## config.mk

```make
export PLATFORM = sky130hd
export DESIGN_NAME = pc_sequencer
export DESIGN_NICKNAME = d
export VERILOG_FILES = /design/src/rtl/mips_pkg.sv /design/src/rtl/target_calc.sv /design/src/rtl/pc_sequencer.sv
export SDC_FILE = /design/constraint.sdc
export NUM_CORES = 1
export LEC_CHECK = 0
export CAP_MARGIN = 20
export CORE_MARGIN = 2
export CORE_UTILIZATION = 45
export DETAILED_ROUTE_END_ITERATION = 7
export PLACE_DENSITY = 0.76
export SLEW_MARGIN = 20
export SYNTH_ARGS = -nofsm -noshare
export SYNTH_HDL_FRONTEND = slang
export SYNTH_SLANG_ARGS = --single-unit
```

## constraint.sdc

```tcl
create_clock -name clk -period 5.8 [get_ports clk]
set_input_delay 1.74 -clock clk [delete_from_list [all_inputs] [get_ports clk]]
set_output_delay 1.74 -clock clk [all_outputs]
set_load 0.01 [all_outputs]
```

## src/rtl/mips_pkg.sv

```systemverilog
// Shared definitions for the instruction-fetch front end: sequencer state
// encoding, reset fetch address and the sequential-PC helper.
package mips_pkg;

    localparam logic [1:0] ST_BOOT  = 2'd0;
    localparam logic [1:0] ST_FETCH = 2'd1;
    localparam logic [1:0] ST_STALL = 2'd2;
    localparam logic [1:0] ST_HALT  = 2'd3;

    localparam logic [31:0] RESET_PC_DEFAULT = 32'h0000_0000;

    function automatic logic [31:0] pc_inc(input logic [31:0] pc);
        return pc + 32'd4;
    endfunction

endpackage

```

## src/rtl/target_calc.sv

```systemverilog
// Forms the jump or branch destination from the redirecting instruction's
// address; both kinds are relative to the delay-slot address (pc+4).
module target_calc
    import mips_pkg::*;
(
    input  logic        redir_jump,
    input  logic [31:0] redir_pc,
    input  logic [25:0] jump_index,
    input  logic [15:0] branch_off,
    output logic [31:0] target
);

    logic [31:0] link_s;
    logic [31:0] off_ext_s;

    assign link_s    = pc_inc(redir_pc);
    assign off_ext_s = {{14{branch_off[15]}}, branch_off, 2'b00};

    // Select region jump or signed branch displacement
    always_comb begin
        target = 32'h0000_0000;
        if (redir_jump) begin
            target = {link_s[31:28], jump_index, 2'b00};
        end else begin
            target = link_s + off_ext_s;
        end
    end

endmodule

```

## src/rtl/pc_sequencer.sv

```systemverilog
// Fetch-address sequencer: holds the PC, issues instruction-memory requests,
// tracks one pending control-flow redirect and counts accepted fetches.
module pc_sequencer
    import mips_pkg::*;
#(
    parameter logic [31:0] RESET_PC = RESET_PC_DEFAULT
) (
    input  logic        clk,
    input  logic        rst_n,
    input  logic        redir_valid,
    input  logic        redir_jump,
    input  logic        redir_taken,
    input  logic [31:0] redir_pc,
    input  logic [25:0] jump_index,
    input  logic [15:0] branch_off,
    input  logic        stall,
    input  logic        halt,
    input  logic        imem_ack,
    output logic        imem_req,
    output logic [31:0] imem_addr,
    output logic [15:0] fetch_cnt,
    output logic        halted
);

    logic [1:0]  state_r;
    logic [1:0]  next_state_s;
    logic [31:0] pc_r;
    logic [31:0] next_pc_s;
    logic        pend_valid_r;
    logic [31:0] pend_target_r;
    logic [15:0] cnt_r;
    logic        req_r;
    logic        halted_r;
    logic [31:0] new_target_s;
    logic        redir_hit_s;
    logic        accept_s;
    logic        consume_s;

    target_calc u_target_calc (
        .redir_jump (redir_jump),
        .redir_pc   (redir_pc),
        .jump_index (jump_index),
        .branch_off (branch_off),
        .target     (new_target_s)
    );

    assign redir_hit_s = redir_valid & (redir_jump | redir_taken);
    assign accept_s    = (state_r == ST_FETCH) & imem_ack;
    // A stalled accept still advances sequentially; the redirect waits for a clean accept
    assign consume_s   = accept_s & ~stall;

    // Next fetch address: fresh redirect, then pending one, then sequential
    always_comb begin
        next_pc_s = pc_inc(pc_r);
        if (consume_s && redir_hit_s) begin
            next_pc_s = new_target_s;
        end else if (consume_s && pend_valid_r) begin
            next_pc_s = pend_target_r;
        end else begin
            next_pc_s = pc_inc(pc_r);
        end
    end

    // State transitions; halt outranks stall everywhere
    always_comb begin
        next_state_s = state_r;
        case (state_r)
            ST_BOOT:  next_state_s = halt ? ST_HALT : ST_FETCH;
            ST_FETCH: begin
                if (halt) begin
                    next_state_s = ST_HALT;
                end else if (stall) begin
                    next_state_s = ST_STALL;
                end else begin
                    next_state_s = ST_FETCH;
                end
            end
            ST_STALL: begin
                if (halt) begin
                    next_state_s = ST_HALT;
                end else if (!stall) begin
                    next_state_s = ST_FETCH;
                end else begin
                    next_state_s = ST_STALL;
                end
            end
            ST_HALT:  next_state_s = ST_HALT;
            default:  next_state_s = ST_BOOT;
        endcase
    end

    // Sequencer state, PC, pending redirect, counter and registered outputs
    always_ff @(posedge clk or negedge rst_n) begin
        if (!rst_n) begin
            state_r       <= ST_BOOT;
            pc_r          <= RESET_PC;
            pend_valid_r  <= 1'b0;
            pend_target_r <= 32'h0000_0000;
            cnt_r         <= 16'h0000;
            req_r         <= 1'b0;
            halted_r      <= 1'b0;
        end else begin
            state_r  <= next_state_s;
            req_r    <= (next_state_s == ST_FETCH);
            halted_r <= (next_state_s == ST_HALT);
            if (accept_s) begin
                pc_r  <= next_pc_s;
                cnt_r <= cnt_r + 16'd1;
            end else begin
                pc_r  <= pc_r;
                cnt_r <= cnt_r;
            end
            if (consume_s) begin
                pend_valid_r <= 1'b0;
            end else if (redir_hit_s) begin
                pend_valid_r  <= 1'b1;
                pend_target_r <= new_target_s;
            end else begin
                pend_valid_r <= pend_valid_r;
            end
        end
    end

    assign imem_req  = req_r;
    assign imem_addr = pc_r;
    assign fetch_cnt = cnt_r;
    assign halted    = halted_r;

endmodule

```

==> qor.tcl <==
set qor(cts_made_buffers) 9
set qor(grt_pass1_vias) 6089
set qor(clock_tree.root_cell) {sky130_fd_sc_hd__clkbuf_16}
set qor(wirelength_per_cell_um) 16.13
set qor(reg2regPathDepth) 10
set qor(critPathLaunchType) {primary input}
set qor(crit_required_ps) 6080
set qor(timing_worst_slew_pin_value_ps) 849.1
set qor(grt_antenna_before_repair) 0
set qor(grt_first_pass_wirelength_mm) 30.57
set qor(worst_setup_slack_for_register_to_register_paths_ps) 3170
set qor(cts_max_level) 3
set qor(post-dp-hpwl_mm) 14.24
set qor(run_status) {finished clean}
set qor(drc) 0
set qor(asyncSetResetFlopFracSynth_pct) 100.0
set qor(crit-reg2reg-launch) {state_r[0]$_DFF_PN0_}
set qor(syn_to_final_growth_pct) 26.23
set qor(clock_tree.buffer_depth) 2
set qor(die_w_um) 127.8
set qor(placed_cells_incl_taps) 1149
set qor(clk-insertion-delay-late_ps) 340
set qor(number_of_synthesized_flops_with_an_enable_pin) 0
set qor(critical_path_depth) 14
set qor(fin_cells) 1165
set qor(clkTransAtPathRegs_ps) 60
set qor(worst_setup_path_end_kind) {flop}
set qor(finalMaxSlewViolations) 0
set qor(vdd.ir_drop.worst_uv) 140.5
set qor(dominant_register_cell_in_the_synthesized_netlist) {sky130_fd_sc_hd__dfrtp_1}
set qor(max_clock_freq_ghz) 0.1918
set qor(cts_hold_buf) 0
set qor(drt_first_pass_iters) 6
set qor(synth_compound_area_share_pct) 22.15
set qor(critical_path_buf_inv_count) 1
set qor(post_synthesis_cell_type_count) 65
set qor(number_of_buffers_added_on_ports) 131
set qor(wl_mm) 18.79
set qor(reg2reg_to) {imem_addr[20]$_DFFE_PN0P_}
set qor(finalCriticalPeriod_ps) 5214
set qor(global_route.overflow_total) 0
set qor(hold_violations) 0
set qor(numClockSinks) 85
set qor(synth.net_count) 979
set qor(relSlewSlack_pct) 43.18
set qor(start_util_pct) 45.71
set qor(dieArea_um2) 16340
set qor(timing.setup.critical_path_class) {primary input to flop}
set qor(cell_breakdown_of_the_critical_path) {clkdlybuf4s50_1, nand4_1, nor3_1, and3_1, nand3_1, xnor2_1, ha_1, nand4_1, nor2_1, a21boi_0, o21ai_0, nor2b_1, o311ai_1, mux2_2}
set qor(layout.nets) 1096
set qor(cts_repair_resize_count) 0
set qor(antenna_violating_nets_post_route) 0
set qor(number_of_placement_rows) 45
set qor(max_cap_viol_count) 0
set qor(p_leak_nw) 3.580
set qor(die_h_um) 127.8
set qor(fin_skew_ps) 6.874
set qor(post_synth_xor_area_fraction_pct) 11.05
set qor(groute.usage.overall_pct) 23.25
set qor(viasPerCell) 5.755
set qor(drive_gt1_share_pct) 4.606
set qor(synthesis.yosys.warnings) 0
set qor(critPathMaxStageDelay_ps) 540
set qor(fin_crit_sh_pct) 89.89
set qor(path_delay_family) {simple AND/OR/NAND/NOR gates}
set qor(critical_path.slowest_cell) {sky130_fd_sc_hd__clkdlybuf4s50_1}
set qor(initialDrtViolationCount) 404
set qor(startpoint_of_the_most_critical_setup_path) {redir_pc[10]}
set qor(power_density_nw_per_um2) 319.2
set qor(floorplan.io_pins) 132
set qor(final_total_negative_setup_slack_ps) 0
set qor(hold_path.class) {flop to flop}
set qor(seq_area_frac_synth_pct) 30.84
set qor(synth.ff_latch_count) 85
set qor(placement.cell_area_um2) 8384
set qor(cell_mode_on_critical_path) {sky130_fd_sc_hd__nand4_1}
set qor(post_synth_fa_ha_maj_area_fraction_pct) 7.546
set qor(cp_max_fo) 7
set qor(cts_tree) {done}
set qor(worstSetupEndpoint) {pend_target_r[27]$_DFFE_PN0P_}
set qor(finalInstanceArea_um2) 8707
set qor(grt_max_degree) 63
set qor(postSynthCellCount) 856
set qor(antenna-diode-count) 0
set qor(worstPathArrival_ps) 5490
set qor(synth_area_um2) 6898
set qor(cts_setup_buffers) 0
set qor(main_combinational_cell_family_by_area_after_synthesis) {simple AND/OR/NAND/NOR gates}
set qor(gp_weighted_congestion) 0.9325
set qor(post_synth_and_or_nand_nor_area_fraction_pct) 22.60
set qor(syn-mean-instance-area_um2) 8.058
set qor(routed-via-count) 6705
set qor(yosys-mux-area-fraction_pct) 2.866
set qor(fp.coreArea_um2) 15090
set qor(setup_viol) 0
set qor(rsz0062_at_grt) {false}
[layout make-up]
cell class | instances | area (µm²)
well taps | 188 | 235.2
fillers | 1386 | 6382
inverters | 16 | 60.06
clock buffers | 11 | 242.7
repair buffers | 143 | 1394
clock inverters | 4 | 72.57
multi-input cells | 718 | 4576
flip-flops and latches | 85 | 2127
[worst register-to-register path: cells and delay by family (launching register included)]
| family | cells | cell delay [ps] |
|---|---|---|
| and+or+nand+nor | 3 | 850 |
| buffers and inverters | 2 | 620 |
| AOI/OAI and AO/OA | 4 | 500 |
| DFF | 1 | 390 |
| adders and majority gates | 1 | 210 |
[power by group]
group	internal (mW)	switching (mW)	leakage [nW]
Clock	0.386	0.230	0.152
Sequential	0.776	0.210	1.05
Combinational	0.587	0.591	2.37
Total	1.75	1.03	3.58
[logic make-up (layout without fill, tap and decap cells)]
family          after synthesis  after routing
mux                          19             19
xor+xnor                     87             87
simple gates                335            335
buf+inv                      53            174
fa+ha+maj                    41             41
compound gates              236            236
flops                        85             85
[sequential cells by signal, indices dropped and copies added (netlist names)]
name and count:
imem_req 1, state_r 2, fetch_cnt 16, pend_valid_r 1, pend_target_r 32, imem_addr 32, halted 1
[Yosys cell counts, types with 5 or more instances]
library cell | instances | area [µm²]
sky130_fd_sc_hd__and4_1 | 7 | 61.31
sky130_fd_sc_hd__o21bai_1 | 5 | 37.54
sky130_fd_sc_hd__buf_1 | 6 | 22.52
sky130_fd_sc_hd__mux2i_1 | 13 | 130.1
sky130_fd_sc_hd__and2_1 | 8 | 50.05
sky130_fd_sc_hd__inv_1 | 16 | 60.06
sky130_fd_sc_hd__xnor2_1 | 52 | 455.4
sky130_fd_sc_hd__and3_1 | 12 | 75.07
sky130_fd_sc_hd__xor2_1 | 35 | 306.5
sky130_fd_sc_hd__o21a_1 | 13 | 97.59
sky130_fd_sc_hd__nor3_1 | 21 | 105.1
sky130_fd_sc_hd__ha_1 | 40 | 500.5
sky130_fd_sc_hd__a21oi_1 | 52 | 260.3
sky130_fd_sc_hd__a31oi_1 | 8 | 50.05
sky130_fd_sc_hd__o22ai_1 | 6 | 37.54
sky130_fd_sc_hd__a21o_1 | 14 | 105.1
sky130_fd_sc_hd__dfrtp_1 | 85 | 2127
sky130_fd_sc_hd__o21ai_0 | 59 | 295.3
sky130_fd_sc_hd__nand4_1 | 19 | 118.9
sky130_fd_sc_hd__nand3_1 | 40 | 200.2
sky130_fd_sc_hd__o211ai_1 | 17 | 127.6
sky130_fd_sc_hd__clkbuf_1 | 29 | 108.9
sky130_fd_sc_hd__mux2_2 | 6 | 67.56
sky130_fd_sc_hd__nor2_1 | 70 | 262.8
sky130_fd_sc_hd__nand2b_1 | 7 | 43.79
sky130_fd_sc_hd__o31ai_1 | 12 | 90.09
sky130_fd_sc_hd__a211oi_1 | 14 | 105.1
sky130_fd_sc_hd__nand2_1 | 130 | 488.0
[per-layer routing]
metal | share of wire [%] | vias up | track usage [%]
met5 | 0 | - | 0
met4 | 1.7 | 0 | 6.658
met3 | 6.3 | 23 | 3.589
met2 | 44 | 253 | 36.40
met1 | 48 | 3105 | 33.39
li1 | - | 3324 | -
[how the worst min path moves through the flow]
stage | start | end | slack [ps] | cells after the start
CTS | fetch_cnt[15]$_DFFE_PN0P_ | fetch_cnt[15]$_DFFE_PN0P_ | 480 | 1
global route | pend_target_r[20]$_DFFE_PN0P_ | pend_target_r[20]$_DFFE_PN0P_ | 490 | 2
detailed placement | pend_target_r[5]$_DFFE_PN0P_ | pend_target_r[5]$_DFFE_PN0P_ | 460 | 2
finish | fetch_cnt[15]$_DFFE_PN0P_ | fetch_cnt[15]$_DFFE_PN0P_ | 470 | 1
global placement | pend_target_r[20]$_DFFE_PN0P_ | pend_target_r[20]$_DFFE_PN0P_ | 460 | 2
floorplan | pend_target_r[20]$_DFFE_PN0P_ | pend_target_r[20]$_DFFE_PN0P_ | 440 | 2
[through the flow]
step / setup WS, ps / power (mW) / utilization, % / hold WS (ps)
3_5_place_dp: 246.0 / 2.157 / 55.56 / 463.0
2_1_floorplan: 1198 / 1.643 / - / 444.7
3_3_place_gp: 397.0 / 2.134 / 55.56 / 458.6
6_report: 586.4 / 2.780 / 57.70 / 474.9
4_1_cts: 600.5 / 2.779 / 57.65 / 477.1
5_1_grt: 239.2 / 2.963 / 57.70 / 487.5
[placed cells by master (no fill, tap or decap), types with 9 or more instances in the layout]
master                              n
sky130_fd_sc_hd__clkbuf_16          9
sky130_fd_sc_hd__dfrtp_1           85
sky130_fd_sc_hd__xor2_1            35
sky130_fd_sc_hd__o31ai_1           12
sky130_fd_sc_hd__clkdlybuf4s50_1  129
sky130_fd_sc_hd__a211oi_1          14
sky130_fd_sc_hd__and3_1            12
sky130_fd_sc_hd__buf_4             13
sky130_fd_sc_hd__nand3_1           40
sky130_fd_sc_hd__inv_1             16
sky130_fd_sc_hd__ha_1              40
sky130_fd_sc_hd__nand2_1          130
sky130_fd_sc_hd__nor2_1            70
sky130_fd_sc_hd__a21o_1            14
sky130_fd_sc_hd__xnor2_1           52
sky130_fd_sc_hd__o21ai_0           58
sky130_fd_sc_hd__nor3_1            20
sky130_fd_sc_hd__o21a_1            13
sky130_fd_sc_hd__o211ai_1          17
sky130_fd_sc_hd__nand4_1           19
sky130_fd_sc_hd__mux2i_1           13
sky130_fd_sc_hd__a21oi_1           52
Power figures use the tool's default switching activity.
